<file path="src/rtl/prescaler_ext.sv">
// Timer prescaler: divides clk_i cycles or synchronised etr_i edges by (shadow+1),
// with counter enable, preload/immediate divisor reload and status readback.
module prescaler_ext #(
    parameter int unsigned PSC_WIDTH   = 16,
    parameter int unsigned SYNC_STAGES = 2
) (
    input  logic                 clk_i,
    input  logic                 aresetn_i,
    input  logic                 cen_i,
    input  logic                 uev_i,
    input  logic [PSC_WIDTH-1:0] psc_i,
    input  logic                 ppe_i,
    input  logic                 src_sel_i,
    input  logic                 etr_i,
    input  logic                 etr_pol_i,
    output logic                 tick_o,
    output logic [PSC_WIDTH-1:0] cnt_o,
    output logic [PSC_WIDTH-1:0] psc_shadow_o
);

    logic [SYNC_STAGES-1:0] sync_q;
    logic                   etr_d_q;
    logic                   etr_s;
    logic                   etr_edge;
    logic                   inc_en;
    logic                   wrap;
    logic [PSC_WIDTH-1:0]   cnt_q;
    logic [PSC_WIDTH-1:0]   cnt_d;
    logic [PSC_WIDTH-1:0]   shadow_q;
    logic [PSC_WIDTH-1:0]   shadow_d;

    // etr_i synchroniser plus edge-detect flop; runs independently of cen_i/src_sel_i
    always_ff @(posedge clk_i or negedge aresetn_i) begin
        if (!aresetn_i) begin
            sync_q  <= '0;
            etr_d_q <= 1'b0;
        end else begin
            sync_q  <= {sync_q[SYNC_STAGES-2:0], etr_i};
            etr_d_q <= etr_s;
        end
    end

    assign etr_s    = sync_q[SYNC_STAGES-1];
    assign etr_edge = etr_pol_i ? (~etr_s & etr_d_q) : (etr_s & ~etr_d_q);
    assign inc_en   = cen_i & (src_sel_i ? etr_edge : 1'b1);

    // >= so a divisor shrunk below the running count wraps at once
    assign wrap     = (cnt_q >= shadow_q);
    assign tick_o   = aresetn_i & ~uev_i & inc_en & wrap;

    // Next count: update event beats wrap beats increment
    always_comb begin
        cnt_d = cnt_q;
        if (uev_i) begin
            cnt_d = '0;
        end else if (inc_en && wrap) begin
            cnt_d = '0;
        end else if (inc_en) begin
            cnt_d = cnt_q + PSC_WIDTH'(1);
        end
    end

    always_comb begin
        shadow_d = shadow_q;
        if (!ppe_i || uev_i) begin
            shadow_d = psc_i;
        end
    end

    always_ff @(posedge clk_i or negedge aresetn_i) begin
        if (!aresetn_i) begin
            cnt_q    <= '0;
            shadow_q <= '0;
        end else begin
            cnt_q    <= cnt_d;
            shadow_q <= shadow_d;
        end
    end

    assign cnt_o        = cnt_q;
    assign psc_shadow_o = shadow_q;

endmodule

</file>
<file path="config.mk">
export PLATFORM = sky130hd
export DESIGN_NAME = prescaler_ext
export DESIGN_NICKNAME = d
export VERILOG_FILES = /design/src/rtl/prescaler_ext.sv
export SDC_FILE = /design/constraint.sdc
export NUM_CORES = 1
export LEC_CHECK = 0
export CAP_MARGIN = 20
export CORE_MARGIN = 10
export CORE_UTILIZATION = 35
export CTS_BUF_LIST = sky130_fd_sc_hd__clkbuf_8
export CTS_CLUSTER_SIZE = 10
export DETAILED_ROUTE_END_ITERATION = 16
export HOLD_SLACK_MARGIN = 0.08
export PLACE_DENSITY = 0.71
export RECOVER_POWER = 100
export REMOVE_ABC_BUFFERS = 1
export SLEW_MARGIN = 20
export SYNTH_ARGS = -nofsm -noshare
export SYNTH_HDL_FRONTEND = slang
export SYNTH_SLANG_ARGS = --single-unit
</file>
<file path="constraint.sdc">
create_clock -name clk_i -period 2.6 [get_ports clk_i]
set_input_delay 0.52 -clock clk_i [delete_from_list [all_inputs] [get_ports clk_i]]
set_output_delay 0.52 -clock clk_i [all_outputs]
set_load 0.03 [all_outputs]
</file>
* Word level (Yosys, flattened, before mapping)
Cells that the tools add are included.
Word-level totals: flip-flop bits (word level) 35, logic and storage cells 24, output and inout bits 33, bits of input ports 24
Cells by class: bitwise operators 9, magnitude comparators 1, add/sub/neg operators 1, reduce and logical (&&, ||, !) cells 4, muxes and demuxes 5
Operators with widths (count):
- $mux W16 | 3
- $add A16 B1 Y16 const B | 1
- $ge A16 B16 Y1 | 1
- $and A1 B1 Y1 | 6
- $not A1 Y1 | 3
- $reduce_bool A3 Y1 | 1
- $mux W1 | 2
- $logic_and A1 B1 Y1 | 1
- $logic_not A1 Y1 | 1
- $logic_or A1 B1 Y1 | 1

* Logic depth before layout (Yosys ltp)
word-level depth 8, depth in mapped cells 9, mapped depth without buffers 8

* Worst setup path before layout
OpenSTA, ideal clock, no wires.
path kind flip-flop to output port, start register cnt_q[0], in the netlist cnt_o[0], end output port tick_o, arrival 2.025 ns, cell stages (with the launch flop) 9, slack 0.055 ns, required time 2.080 ns, path buffers 0, cell sequence dfrtp_1 > inv_1 > ha_1 > nand2b_1 > a211oi_1 > o221a_2 > o21ai_2 > nor2b_1 > and3_1
Between the ends: longest elaborated chain between the ends 2
Ends and longest elaborated chain:
- start, declared | RTL line 27 | logic [PSC_WIDTH-1:0] cnt_q;
- start signal, assigned | RTL line 75 | cnt_q <= cnt_d;
- $ge A16 B16 Y1 | RTL line 48 | assign wrap = (cnt_q >= shadow_q);
- $and A1 B1 Y1 | RTL line 49 | assign tick_o = aresetn_i & ~uev_i & inc_en & wrap;
- end, declared | RTL line 16 | output logic tick_o,
No other way between the ends.

* Worst setup path in the final report
start register cnt_q[13], in the netlist cnt_o[13], end output port tick_o
The elaborated chain is that of the path after synthesis.

==> key figures <==
Placed design
  – Final Wtd Congestion: ~0.86
  – PortBufs: 56
  – DP Wirelength: 4260 um

Timing
  – RSZ-0062 raised after global routing: true
  – FMAX: 377 MHz
  – Setup ws final: -0.0495 ns
  – Max-slew headroom: -31.2%
  – Worst-case clock skew: approximately 0.0043 ns
  – Worst-margin pin slew: just under 2 ns
  – Final count of hold timing violations: 0
  – Slew Viols, Final: 36
  – Final period utilization: 102%
  – Final Setup Violations: 1
  – Final TNS setup: -0.0495 ns
  – Minimum clock period: between 2 and 3 ns

Floorplan
  – Ports: between 50 and 60
  – DIE WIDTH: around 96 um
  – CORE AREA: 5540 um2
  – Die Y: between 90 and 100 um
  – Rows: 27
  – Initial core utilization: between 30% and 40%
  – Die Footprint: between 9000 and 10000 um2

Final layout
  – Area Overhead vs Synth: 45.6%
  – Most common cell after layout, fill and taps aside: dfrtp_1
  – NumNets Final: 334
  – Most frequent cells in the layout: dfrtp_1, dlygate4sd3_1, inv_1
  – Antenna Cells: 0
  – Post-layout util: between 50% and 60%
  – Share of cells above drive strength 1: between 10% and 20%
  – Fillers: slightly above 500

Outcome
  – Failing checks: capacitance limit, slew limit, setup timing
  – Status: finished with violations

Power
  – Pwr Total: between 0.001 and 0.0015 W
  – Max VDD drop: 0.238 mV
  – Leakage power: around 1.4 nW
  – Pwr per Cell Area: between 400 and 500 nW/um2

Clocking
  – Clock buffer count from CTS: 5
  – H-tree lvl count: 2
  – Clock Latency Late Sink: just under 0.3 ns
  – CTS tree: yes
  – Clock sink count: 35
  – CTS root buffer: clkbuf_8
  – Clk buf depth: 2
  – Clock slew at reported path FFs: roughly 0.070 ns

Global routing
  – Maximum number of pins on one net before global-route repair: 36
  – Congestion Overflow GR: 0
  – Initial antenna violation count: 0
  – Vias in the first global route: 1960
  – GRT Resource Usage Total: between 10% and 20%
  – First-pass GRT wire length: 9320 um

Route
  – DR vias/cell: ~5
  – Via count: around 1800
  – Final routed DRC violation total: 0
  – Drt pass-1 iters: 4
  – Top routing layer used: met4
  – Met2 wire length: between 2000 and 3000 um
  – Iteration-0 DRC Markers: between 60 and 70
  – M1 wire length: ~2400 um
  – WL/cell: 15.1 um
  – Routed WL: around 5500 um
  – Final ANT Viol Nets: 0
  – Met3 WL: approximately 550 um

Critical path
  – CP endpoint kind: output port
  – CP Max Fanout: 3
  – CP startpoint: cnt_o[13]
  – Crit path launch type: flop
  – CP required: about 2.1 ns
  – Reg-to-reg slack, setup: around 0.38 ns
  – CP arrival: 2.13 ns
  – Crit path kind: flop to output port
  – R2R Path Start: cnt_o[12]

Synthesis
  – EDFF count, synth: 0
  – Mapped Avg Cell Area: 9.27 um2
  – Unique masters post-synth: 36
  – Most common flop cell mapped by yosys: dfrtp_1
  – Yosys reg bits: 35
  – Ys async rst share: 100%
  – Post-synthesis sequential area ratio: 43.8%
  – Gate Count Post-Synth: 216
  – Netlist Area Pre-Place: 2000 um2
  – Ys Warns: 0

Run
  – Max-cap violations: 1

Worst hold path
  – Hold_sp: sync_q[0]
  – Worst hold path class: flop to flop
## layout make-up
cell class              count  area [um2]  share of cell area, %
inverters                  25        93.8                   3.22
repair buffers             77         714                   24.5
well taps                  72        90.1                   3.09
multi-input cells         149        1040                   35.6
clock buffers               7        96.3                   3.31
flip-flops and latches     35         877                   30.1
clock inverters             1        3.75                  0.129
## per-layer routing
layer,GRT usage (%),up-vias
met5,0,-
met2,21.9,59
met3,5.18,6
met1,14.5,840
met4,3.32,0
li1,-,913
## state kept, by name, summed over array words and instances (netlist names)
signal	flops
cnt_o	16
psc_shadow_o	16
etr_d_q	1
sync_q	2
## critical path, cell delays in order (launching register included)
cell     delay [ns]
dfrtp_1        0.42
ha_4           0.29
nand4_1        0.16
nor3_1         0.30
nor4_4         0.09
o21ai_2        0.08
nor2b_4        0.19
and3_4         0.21
buf_12         0.11
## through the flow
stage	hold slack, ns	instances	worst slack, ns	instance area, um2
3_3_place_gp	0.336	354	0.101	2750
2_1_floorplan	0.224	209	0.0553	1960
4_1_cts	0.313	366	-0.0651	2910
3_5_place_dp	0.347	354	0.0439	2750
6_report	0.349	366	-0.0495	2910
5_1_grt	0.375	366	-0.149	2910
## Yosys cell counts, types with 4 or more instances
cell | instances | area (um2)
clkbuf_1 | 4 | 15.0
nor3_1 | 10 | 50.1
ha_1 | 17 | 213
and3_1 | 6 | 37.5
a21oi_1 | 7 | 35.0
nor2b_1 | 4 | 25.0
nand4_1 | 6 | 37.5
a22o_1 | 10 | 87.6
inv_1 | 25 | 93.8
nor2_1 | 12 | 45.0
nand2_1 | 23 | 86.3
dfrtp_1 | 35 | 876
o21ai_0 | 25 | 125
## cells by family after synthesis
| group | Yosys count | share of synthesized area (%) |
|---|---|---|
| XOR/XNOR | 2 | 0.875 |
| adder cells (fa/ha/maj) | 17 | 10.6 |
| AO/OA/AOI/OAI | 56 | 19.1 |
| AND/OR/NAND/NOR | 73 | 18.5 |
| multiplexers | 1 | 0.562 |
| flip-flops | 35 | 43.8 |
| buffers and inverters | 32 | 6.62 |
## power by group
part | internal [W] | switching, W | leakage [nW] | total, W
logic | 0.000108 | 0.000146 | 0.887 | 0.000254
registers | 0.000570 | 0.0000143 | 0.447 | 0.000584
clock network | 0.000238 | 0.000202 | 0.0557 | 0.000440
## timing repair
item	CTS	global route
setup endpoints to repair	1	12
gates resized for setup	5	4
setup buffers	4	0
hold buffers	0	0
pin swaps	4	3
## path summary, 6_finish.rpt
path | to | cells after the start
worst max-delay path | tick_o | 8
worst min-delay path | sync_q[1] | 0
worst max register to register | cnt_o[2] | 8
worst min register to register | sync_q[1] | 0
max in group asynchronous | cnt_o[8] | 2
min in group asynchronous | cnt_o[11] | 2
Power figures use the tool's default switching activity.
